### src/rtl/wb_trace_pkg.sv
// Shared definitions for the write-back trace recorder.
// State encodings and the packed entry layout {pc, reg, value}.
package wb_trace_pkg;

    typedef enum logic [1:0] {
        ST_IDLE  = 2'd0,
        ST_ARMED = 2'd1,
        ST_POST  = 2'd2,
        ST_DONE  = 2'd3
    } trace_state_t;

    localparam int PC_W    = 32;
    localparam int REG_W   = 5;
    localparam int VAL_W   = 32;
    localparam int ENTRY_W = PC_W + REG_W + VAL_W;

    localparam int VAL_LSB = 0;
    localparam int REG_LSB = VAL_W;
    localparam int PC_LSB  = VAL_W + REG_W;

endpackage

### src/rtl/wb_trace_recorder_ram.sv
// Trace storage: one synchronous write port, one asynchronous read port.
// The array carries no reset; validity is tracked by the recorder's count.
import wb_trace_pkg::*;

module trace_ram #(
    parameter int DEPTH = 16,
    parameter int W     = ENTRY_W
) (
    input  logic                     clk,
    input  logic                     we,
    input  logic [$clog2(DEPTH)-1:0] waddr,
    input  logic [W-1:0]             wdata,
    input  logic [$clog2(DEPTH)-1:0] raddr,
    output logic [W-1:0]             rdata
);

    logic [W-1:0] mem [DEPTH];

    always_ff @(posedge clk) begin
        if (we) begin
            mem[waddr] <= wdata;
        end
    end

    assign rdata = mem[raddr];

endmodule

### src/rtl/wb_trace_recorder.sv
// Write-back trace recorder: circular capture, PC trigger, post-trigger
// window, then oldest-first drain over a valid/ready port.
import wb_trace_pkg::*;

module wb_trace_recorder #(
    parameter int DEPTH     = 16,
    parameter int FILTER_X0 = 1
) (
    input  logic                     clk,
    input  logic                     rst_n,
    input  logic                     debug_wb_have_inst,
    input  logic [31:0]              debug_wb_pc,
    input  logic                     debug_wb_ena,
    input  logic [4:0]               debug_wb_reg,
    input  logic [31:0]              debug_wb_value,
    input  logic                     arm,
    input  logic                     trig_en,
    input  logic [31:0]              trig_pc,
    input  logic [$clog2(DEPTH)-1:0] post_cnt,
    output logic [1:0]               state,
    output logic [$clog2(DEPTH):0]   count,
    output logic                     overflow,
    output logic                     rd_valid,
    input  logic                     rd_ready,
    output logic [31:0]              rd_pc,
    output logic [4:0]               rd_reg,
    output logic [31:0]              rd_value
);

    localparam int AW = $clog2(DEPTH);
    localparam logic [AW:0] FULL = (AW+1)'(DEPTH);

    trace_state_t state_q, state_d;

    logic [AW-1:0]    wr_ptr, rd_ptr;
    logic [AW:0]      cnt_q;
    logic             ovf_q;
    logic [AW-1:0]    post_lat;
    logic [AW-1:0]    post_ctr;
    logic             rec, hit, do_rec, pop;
    logic [ENTRY_W-1:0] wr_entry, rd_entry;

    assign rec = debug_wb_have_inst && debug_wb_ena &&
                 !((FILTER_X0 != 0) && (debug_wb_reg == 5'd0));
    assign hit = debug_wb_have_inst && trig_en &&
                 (debug_wb_pc == trig_pc);

    assign do_rec = !arm && rec &&
                    ((state_q == ST_ARMED) || (state_q == ST_POST));
    assign pop    = !arm && rd_valid && rd_ready;

    assign wr_entry = {debug_wb_pc, debug_wb_reg, debug_wb_value};

    trace_ram #(
        .DEPTH (DEPTH),
        .W     (ENTRY_W)
    ) u_ram (
        .clk   (clk),
        .we    (do_rec),
        .waddr (wr_ptr),
        .wdata (wr_entry),
        .raddr (rd_ptr),
        .rdata (rd_entry)
    );

    always_ff @(posedge clk or negedge rst_n) begin
        if (!rst_n) begin
            state_q <= ST_IDLE;
        end else begin
            state_q <= state_d;
        end
    end

    always_comb begin
        state_d = state_q;
        if (arm) begin
            state_d = ST_ARMED;
        end else begin
            unique case (state_q)
                ST_IDLE: state_d = ST_IDLE;
                ST_ARMED: begin
                    if (hit) begin
                        state_d = (post_lat == '0) ? ST_DONE : ST_POST;
                    end
                end
                ST_POST: begin
                    if (rec && (post_ctr == AW'(1))) begin
                        state_d = ST_DONE;
                    end
                end
                ST_DONE: begin
                    // Empty buffer, or the last entry leaving, ends the drain.
                    if (cnt_q == '0) begin
                        state_d = ST_IDLE;
                    end else if (pop && (cnt_q == (AW+1)'(1))) begin
                        state_d = ST_IDLE;
                    end
                end
                default: state_d = ST_IDLE;
            endcase
        end
    end

    always_comb begin
        rd_valid = (state_q == ST_DONE) && (cnt_q != '0);
        rd_pc    = '0;
        rd_reg   = '0;
        rd_value = '0;
        if (rd_valid) begin
            rd_pc    = rd_entry[PC_LSB +: PC_W];
            rd_reg   = rd_entry[REG_LSB +: REG_W];
            rd_value = rd_entry[VAL_LSB +: VAL_W];
        end
    end

    always_ff @(posedge clk or negedge rst_n) begin
        if (!rst_n) begin
            wr_ptr   <= '0;
            rd_ptr   <= '0;
            cnt_q    <= '0;
            ovf_q    <= 1'b0;
            post_lat <= '0;
            post_ctr <= '0;
        end else if (arm) begin
            wr_ptr   <= '0;
            rd_ptr   <= '0;
            cnt_q    <= '0;
            ovf_q    <= 1'b0;
            post_lat <= post_cnt;
            post_ctr <= '0;
        end else begin
            if (do_rec) begin
                wr_ptr <= wr_ptr + AW'(1);
                if (cnt_q == FULL) begin
                    rd_ptr <= rd_ptr + AW'(1);
                    ovf_q  <= 1'b1;
                end else begin
                    cnt_q <= cnt_q + (AW+1)'(1);
                end
            end
            if ((state_q == ST_ARMED) && hit && (post_lat != '0)) begin
                post_ctr <= post_lat;
            end else if ((state_q == ST_POST) && rec) begin
                post_ctr <= post_ctr - AW'(1);
            end
            if (pop) begin
                rd_ptr <= rd_ptr + AW'(1);
                cnt_q  <= cnt_q - (AW+1)'(1);
            end
        end
    end

    assign state    = state_q;
    assign count    = cnt_q;
    assign overflow = ovf_q;

endmodule

### config.mk
export PLATFORM = sky130hd
export DESIGN_NAME = wb_trace_recorder
export DESIGN_NICKNAME = d
export VERILOG_FILES = /design/src/rtl/wb_trace_pkg.sv /design/src/rtl/wb_trace_recorder_ram.sv /design/src/rtl/wb_trace_recorder.sv
export SDC_FILE = /design/constraint.sdc
export NUM_CORES = 1
export LEC_CHECK = 0
export CAP_MARGIN = 25
export CORE_MARGIN = 1
export CORE_UTILIZATION = 35
export DETAILED_ROUTE_END_ITERATION = 10
export GPL_ROUTABILITY_DRIVEN = 1
export SETUP_SLACK_MARGIN = 0.05
export SYNTH_ARGS = -nofsm -noshare
export SYNTH_HDL_FRONTEND = slang
export SYNTH_SLANG_ARGS = --single-unit
### constraint.sdc
create_clock -name clk -period 7.02 [get_ports clk]
set_input_delay 0.702 -clock clk [delete_from_list [all_inputs] [get_ports clk]]
set_output_delay 0.702 -clock clk [all_outputs]
set_load 0.02 [all_outputs]
After elaboration in Yosys (flattened, before gate mapping)
Memory sizes are Yosys's and may differ from the RTL's.
Cells that the tools add are included.
Widths: inputs -> output; s select.
{"block": "op_classes", "n_addsub": 5, "n_eq_ne": 11, "muxes": 28, "reduce_logical": 32}
{"cell": "$mux 32", "n": 2}
{"cell": "$mux 4", "n": 9}
{"cell": "$eq 32x32->1", "n": 1}
{"cell": "$mux 5", "n": 5}
{"cell": "$logic_and 1x1->1", "n": 14}
{"cell": "$logic_not 5->1", "n": 2}
{"cell": "$mux 2", "n": 5}
{"cell": "$reduce_bool 3->1", "n": 3}
{"cell": "$add 4x1->4 const B", "n": 2}
{"cell": "$pmux 2 s4", "n": 1}
{"cell": "$mux 1", "n": 6}
{"cell": "$ne 3x3->1 const B", "n": 2}
{"cell": "$reduce_and 2->1", "n": 3}
{"cell": "$add 5x1->5 const B", "n": 1}
{"cell": "$eq 5x1->1 const B", "n": 1}
{"cell": "$eq 5x5->1 const B", "n": 1}
{"cell": "$reduce_bool 5->1", "n": 1}
{"cell": "$sub 5x1->5 const B", "n": 1}
{"cell": "$eq 2x2->1 const B", "n": 2}
{"cell": "$eq 4x1->1 const B", "n": 1}
{"cell": "$logic_not 4->1", "n": 1}
{"cell": "$ne 4x4->1 const B", "n": 1}
{"cell": "$reduce_bool 2->1", "n": 2}
{"cell": "$reduce_bool 4->1", "n": 1}
{"cell": "other kinds (7)", "n": 8}
{"block": "word_totals", "ff_bits": 24, "ramBits": 1104, "inputBits": 112, "out_inout_bits": 78, "wordCells": 84, "memories": 1}
{"memory": "u_ram.mem", "depth": 16, "width": 69, "read_ports": 1, "rd_ports_with_merged_regs": 0, "write_ports": 1, "line_no": "wb_trace_recorder_ram.sv:17", "rtl": "logic [W-1:0] mem [DEPTH];"}

Logic depth before layout (Yosys ltp)
{"block": "logic_depth", "ltp_word": 9, "ltp_mapped": 8, "mapped_depth_nobuf": 8}

Hierarchy
Synthesis repeated with hierarchy kept, for this count alone.
{"block": "unflattened", "cells_unflattened": 1984, "area_unflattened_um2": 43634.3}
{"module": "trace_ram", "instances": 1, "cells_each": 1707, "area_each_um2": 41323.4, "seq_area_each_um2": 33151.8}
{"module": "wb_trace_recorder", "instances": 1, "cells_each": 277, "area_each_um2": 2311.0, "seq_area_each_um2": 600.6}

Least setup slack after synthesis
No wires, ideal clock.
{"block": "synth_timing", "path_type": "flip-flop to flip-flop", "startpoint": "reg state_q[0] (netlist: state[0])", "endpoint": "mem u_ram.mem[4][0] (netlist name) (enable)", "setup_time_ns": 0.435, "t_arrival_ns": 3.325, "required_time_ns": 6.585, "setup_slack_ns": 3.260, "stages_incl_launch_ff": 8, "path_buffers": 0, "period_less_slack_ns": 3.760, "path_cell_list": "dfrtp_1 inv_1 ha_1 nor4bb_1 o21a_1 nand2_1 nor2_1 and2_1"}
{"block": "synth_via", "elab_chain_cells": 5, "word_cells_on_any_way": 6, "cone_classes": "eq/ne: 2; mux: 2; reduce/logical: 2"}
{"item": "from (decl)", "line_no": "wb_trace_recorder.sv:33", "rtl": "trace_state_t state_q, state_d;"}
{"item": "from (signal assigned)", "line_no": "wb_trace_recorder.sv:70", "rtl": "state_q <= state_d;"}
{"item": "$eq 2x1->1 / $eq 2x2->1 (equally long branches)", "line_no": "wb_trace_recorder.sv:49", "rtl": "((state_q == ST_ARMED) || (state_q == ST_POST));"}
{"item": "$logic_or 1x1->1 (*)", "line_no": "wb_trace_recorder.sv:49"}
{"item": "$logic_and 1x1->1 (*)", "line_no": "wb_trace_recorder.sv:48", "rtl": "assign do_rec = !arm && rec &&"}
{"item": "$mux 1 (*)", "line_no": "wb_trace_recorder_ram.sv:20", "rtl": "if (we) begin"}
{"item": "$mux 1 (implied by the code) (*)", "line_no": "wb_trace_recorder_ram.sv:21", "rtl": "mem[waddr] <= wdata;"}
{"item": "to (decl)", "line_no": "wb_trace_recorder_ram.sv:17"}
Every way passes the cells marked *; elsewhere a longest branch is shown, timed or not.

Worst setup path in the final report
{"block": "layout_timing", "startpoint": "reg rd_ptr[1]", "endpoint": "out rd_value[14]"}
{"block": "layout_via", "elab_chain_cells": 2}
{"item": "from (decl)", "line_no": "wb_trace_recorder.sv:35", "rtl": "logic [AW-1:0] wr_ptr, rd_ptr;"}
{"item": "from (signal assigned)", "line_no": "wb_trace_recorder.sv:135", "rtl": "rd_ptr <= rd_ptr + AW'(1);"}
{"item": "from (signal assigned)", "line_no": "wb_trace_recorder.sv:147", "rtl": "rd_ptr <= rd_ptr + AW'(1);"}
{"item": "$mem_v2 16x69"}
{"item": "$mux 32", "line_no": "wb_trace_recorder.sv:109", "rtl": "if (rd_valid) begin"}
{"item": "to (decl)", "line_no": "wb_trace_recorder.sv:27", "rtl": "output logic [31:0] rd_value"}
No other way between the ends.

==> impl_metrics.toml <==
[grt]
antenna_found_initial = 8
grt_pass1_wl_um = 147900
grt_max_degree = 159
grt.overflow.total = 0
grt_util_all_layers_pct = 16.16
grt_pass1_vias = 21020

[clocking]
cts.sinks = 1128
cts_setup_buffers = 0
clkLatencyLatePin_ps = 700
holdBufCountCts = 0
htree_num_levels = 3
cts_resized = 0
cts.clk_slew.worst_paths_ps = 60
cts_tree = "built"
cts_made_buffers = 113
cts_buffer_depth = 3
clockRootBuffer = "clkbuf_16"

[placement]
io_buffers = 189
routabilityCongestion = 0.7628
hpwl_um = 58370

[setup_path]
worst_setup_path_start_kind = "register"
critPathKind = "register to primary output"
cp-end-kind = "primary output"
arrival_ps = 4340
crit_fanout = 158
required_ps = 6320

[pwr]
seq_power_share_pct = 52.4
pwr-share-comb_pct = 5.0
switchingPower_mw = 2.974
switching_share_pct = 20.81
pwr_density_cell_nw_per_um2 = 277.8
ir_drop_mv = 0.1812
internal_power_mw = 11.32
leakagePower_nw = 15.48
power.share.clock_pct = 42.6

[sta]
fin_skew_ps = 49.24
finalHoldViolations = 0
setup-tns-final_ps = 0
timing.fmax_ghz = 0.1983
maxSlewHeadroom_pct = 18.42
rsz0062_at_grt = "no"
worst_hold_slack_ps = 338.1
min_period_over_period_pct = 71.85
slew_violations = 0
fin_crit_ps = 5044
finalSetupViolations = 0
worst_pin_slew_ps = 1224

[synth]
synth_warnings = 0
synthArstFlopShare_pct = 2.128
yosysTopAreaCell = "edfxtp_1"
synth-edff-count = 1104
syn_inst = 1831
ys_types = 47
syn-cell-area_um2 = 43790
yosys.cell_count.top_type = "edfxtp_1"
syn_nets = 1957
yosysSeqAreaShare_pct = 77.08
synth_seq_cells = 1128
synth_top_area_share_pct = 75.71
avgSynthCellArea_um2 = 23.91
yosys-top-cells-count = "1104 x edfxtp_1, 345 x mux4_2, 77 x and2_1"
synthTopCellsByArea = "edfxtp_1 76%, mux4_2 18%, dfrtp_1 1.4%"
synth_top_flop_cell = "edfxtp_1"

[detailed_routing]
drc = 14
viasPerCell = 5.205
vias = 19840
final_antenna_net_count = 0
dr.pass1.iters = 8
dr.first_iter.drc_count = 1888
wl_per_cell_um = 26.59
wirelength_um = 101400

[flow_run]
maxCapViolations = 0

[floorplanning]
core_um2 = 124000
rows = 129
die_w_um = 355.7
io_pins = 190
initial_core_util_pct = 35.32
dieArea_um2 = 126500
die_h_um = 355.7

[layout]
drive_gt1_share_pct = 26.34
fin_util_pct = 41.51
nets = 2202
fill_cells = 10620
area_growth_pct = 17.50

[run_status]
violations = "design-rule violations"
status = "finished, violations left"

[min_path]
min_path_type = "input port to async pin"
==> final cells by class <==
| type | instances | area (µm²) | area share, % |
|---|---|---|---|
| multi-input cells | 597 | 9554 | 18.57 |
| repair buffers | 221 | 2227 | 4.329 |
| well taps | 1637 | 2048 | 3.981 |
| flip-flops and latches | 1128 | 33770 | 65.63 |
| inverters | 15 | 56.30 | 0.1094 |
| diodes | 3 | 7.507 | 0.01459 |
| clock buffers | 131 | 2938 | 5.710 |
| clock inverters | 80 | 850.8 | 1.654 |
==> metal layers <==
metal,track usage (%),wire (µm),vias to the layer above
li1,-,-,8310
met1,22.48,43370,10770
met2,26.51,50550,643
met3,3.047,6037,115
met4,3.336,1393,2
met5,0,13,-
==> path summary, 6_finish.rpt <==
check | start | depth (start not counted) | end | slack, ps
min in group clk | post_lat[1]$_DFFE_PN0P_ | 1 | post_lat[1]$_DFFE_PN0P_ | 550
worst max register to register | state[0]$_DFFE_PN0P_ | 8 | u_ram.mem[7][54]$_DFFE_PP_ | 3280
max in group asynchronous | rst_n | 2 | rd_ptr[1]$_DFFE_PN0P_ | 6220
worst max-delay path | rd_ptr[1]$_DFFE_PN0P_ | 5 | rd_value[14] | 1980
worst min register to register | post_lat[1]$_DFFE_PN0P_ | 1 | post_lat[1]$_DFFE_PN0P_ | 550
worst min-delay path | rst_n | 1 | post_ctr[3]$_DFFE_PN0P_ | 340
==> critical path: stages, from the launching register on <==
cell and delay, ps:
dfrtp_4 840, buf_12 630, mux4_2 450, mux4_2 600, and2_1 210, clkdlybuf4s50_1 610
==> cell families (layout without fill, tap and decap cells) <==
family | count (synthesis) | in the layout | share of synthesized area [%]
AO/OA/AOI/OAI | 23 | 23 | 0.3458
XOR/XNOR | 39 | 39 | 0.7801
adder cells (fa/ha/maj) | 14 | 14 | 0.4000
buffers and inverters | 106 | 447 | 1.232
flip-flops | 1128 | 1128 | 77.08
multiplexers | 352 | 352 | 17.92
other | 0 | 3 | 0
AND/OR/NAND/NOR | 169 | 169 | 2.243
==> layout by cell type, fill, tap and decap left out, types with 4 or more instances in the layout <==
cell type | Yosys | routed
edfxtp_1 | 1104 | 1104
mux4_2 | 345 | 345
clkdlybuf4s50_1 | 0 | 189
clkbuf_16 | 0 | 115
and2_1 | 77 | 69
xor2_1 | 32 | 32
clkinv_2 | 0 | 27
clkinv_1 | 0 | 26
buf_4 | 17 | 25
nor2_1 | 24 | 24
dfrtp_1 | 24 | 20
clkbuf_1 | 51 | 16
inv_1 | 15 | 15
bufinv_16 | 0 | 15
ha_1 | 14 | 14
nor3_1 | 12 | 12
nand2_1 | 11 | 11
nor4_1 | 10 | 10
and2_4 | 0 | 8
xnor2_1 | 7 | 7
nand3_1 | 6 | 6
a21oi_1 | 6 | 6
buf_12 | 0 | 6
nor2b_1 | 6 | 5
and3_4 | 0 | 4
and4_4 | 0 | 4
mux2_2 | 4 | 4
clkinvlp_4 | 0 | 4
dfrtp_4 | 0 | 4
==> state kept, by name, indices dropped and copies added, names as in the netlist <==
signal and cells:
rd_ptr 4, post_lat 4, count 5, overflow 1, state 2, u_ram.mem 1104, post_ctr 4, wr_ptr 4
==> stage by stage <==
stage / setup slack [ps] / total power, mW / area (µm²) / instances
2_1_floorplan: 3260 / 7.985 / 43790 / 1831
3_3_place_gp: 2608 / 8.350 / 47610 / 3596
3_5_place_dp: 2431 / 8.372 / 47630 / 3597
4_1_cts: 1958 / 14.42 / 51420 / 3808
5_1_grt: 1877 / 14.72 / 51440 / 3809
6_report: 1976 / 14.29 / 51450 / 3812
==> power groups by stage <==
stage | combinational (mW) | sequential, mW | clock, mW
3_3_place_gp | 0.717 | 7.63 | 0
6_report | 0.714 | 7.50 | 6.08
3_5_place_dp | 0.733 | 7.64 | 0
5_1_grt | 0.774 | 7.50 | 6.44
4_1_cts | 0.736 | 7.50 | 6.19
2_1_floorplan | 0.354 | 7.63 | 0
(Power assumes the default switching activity.)
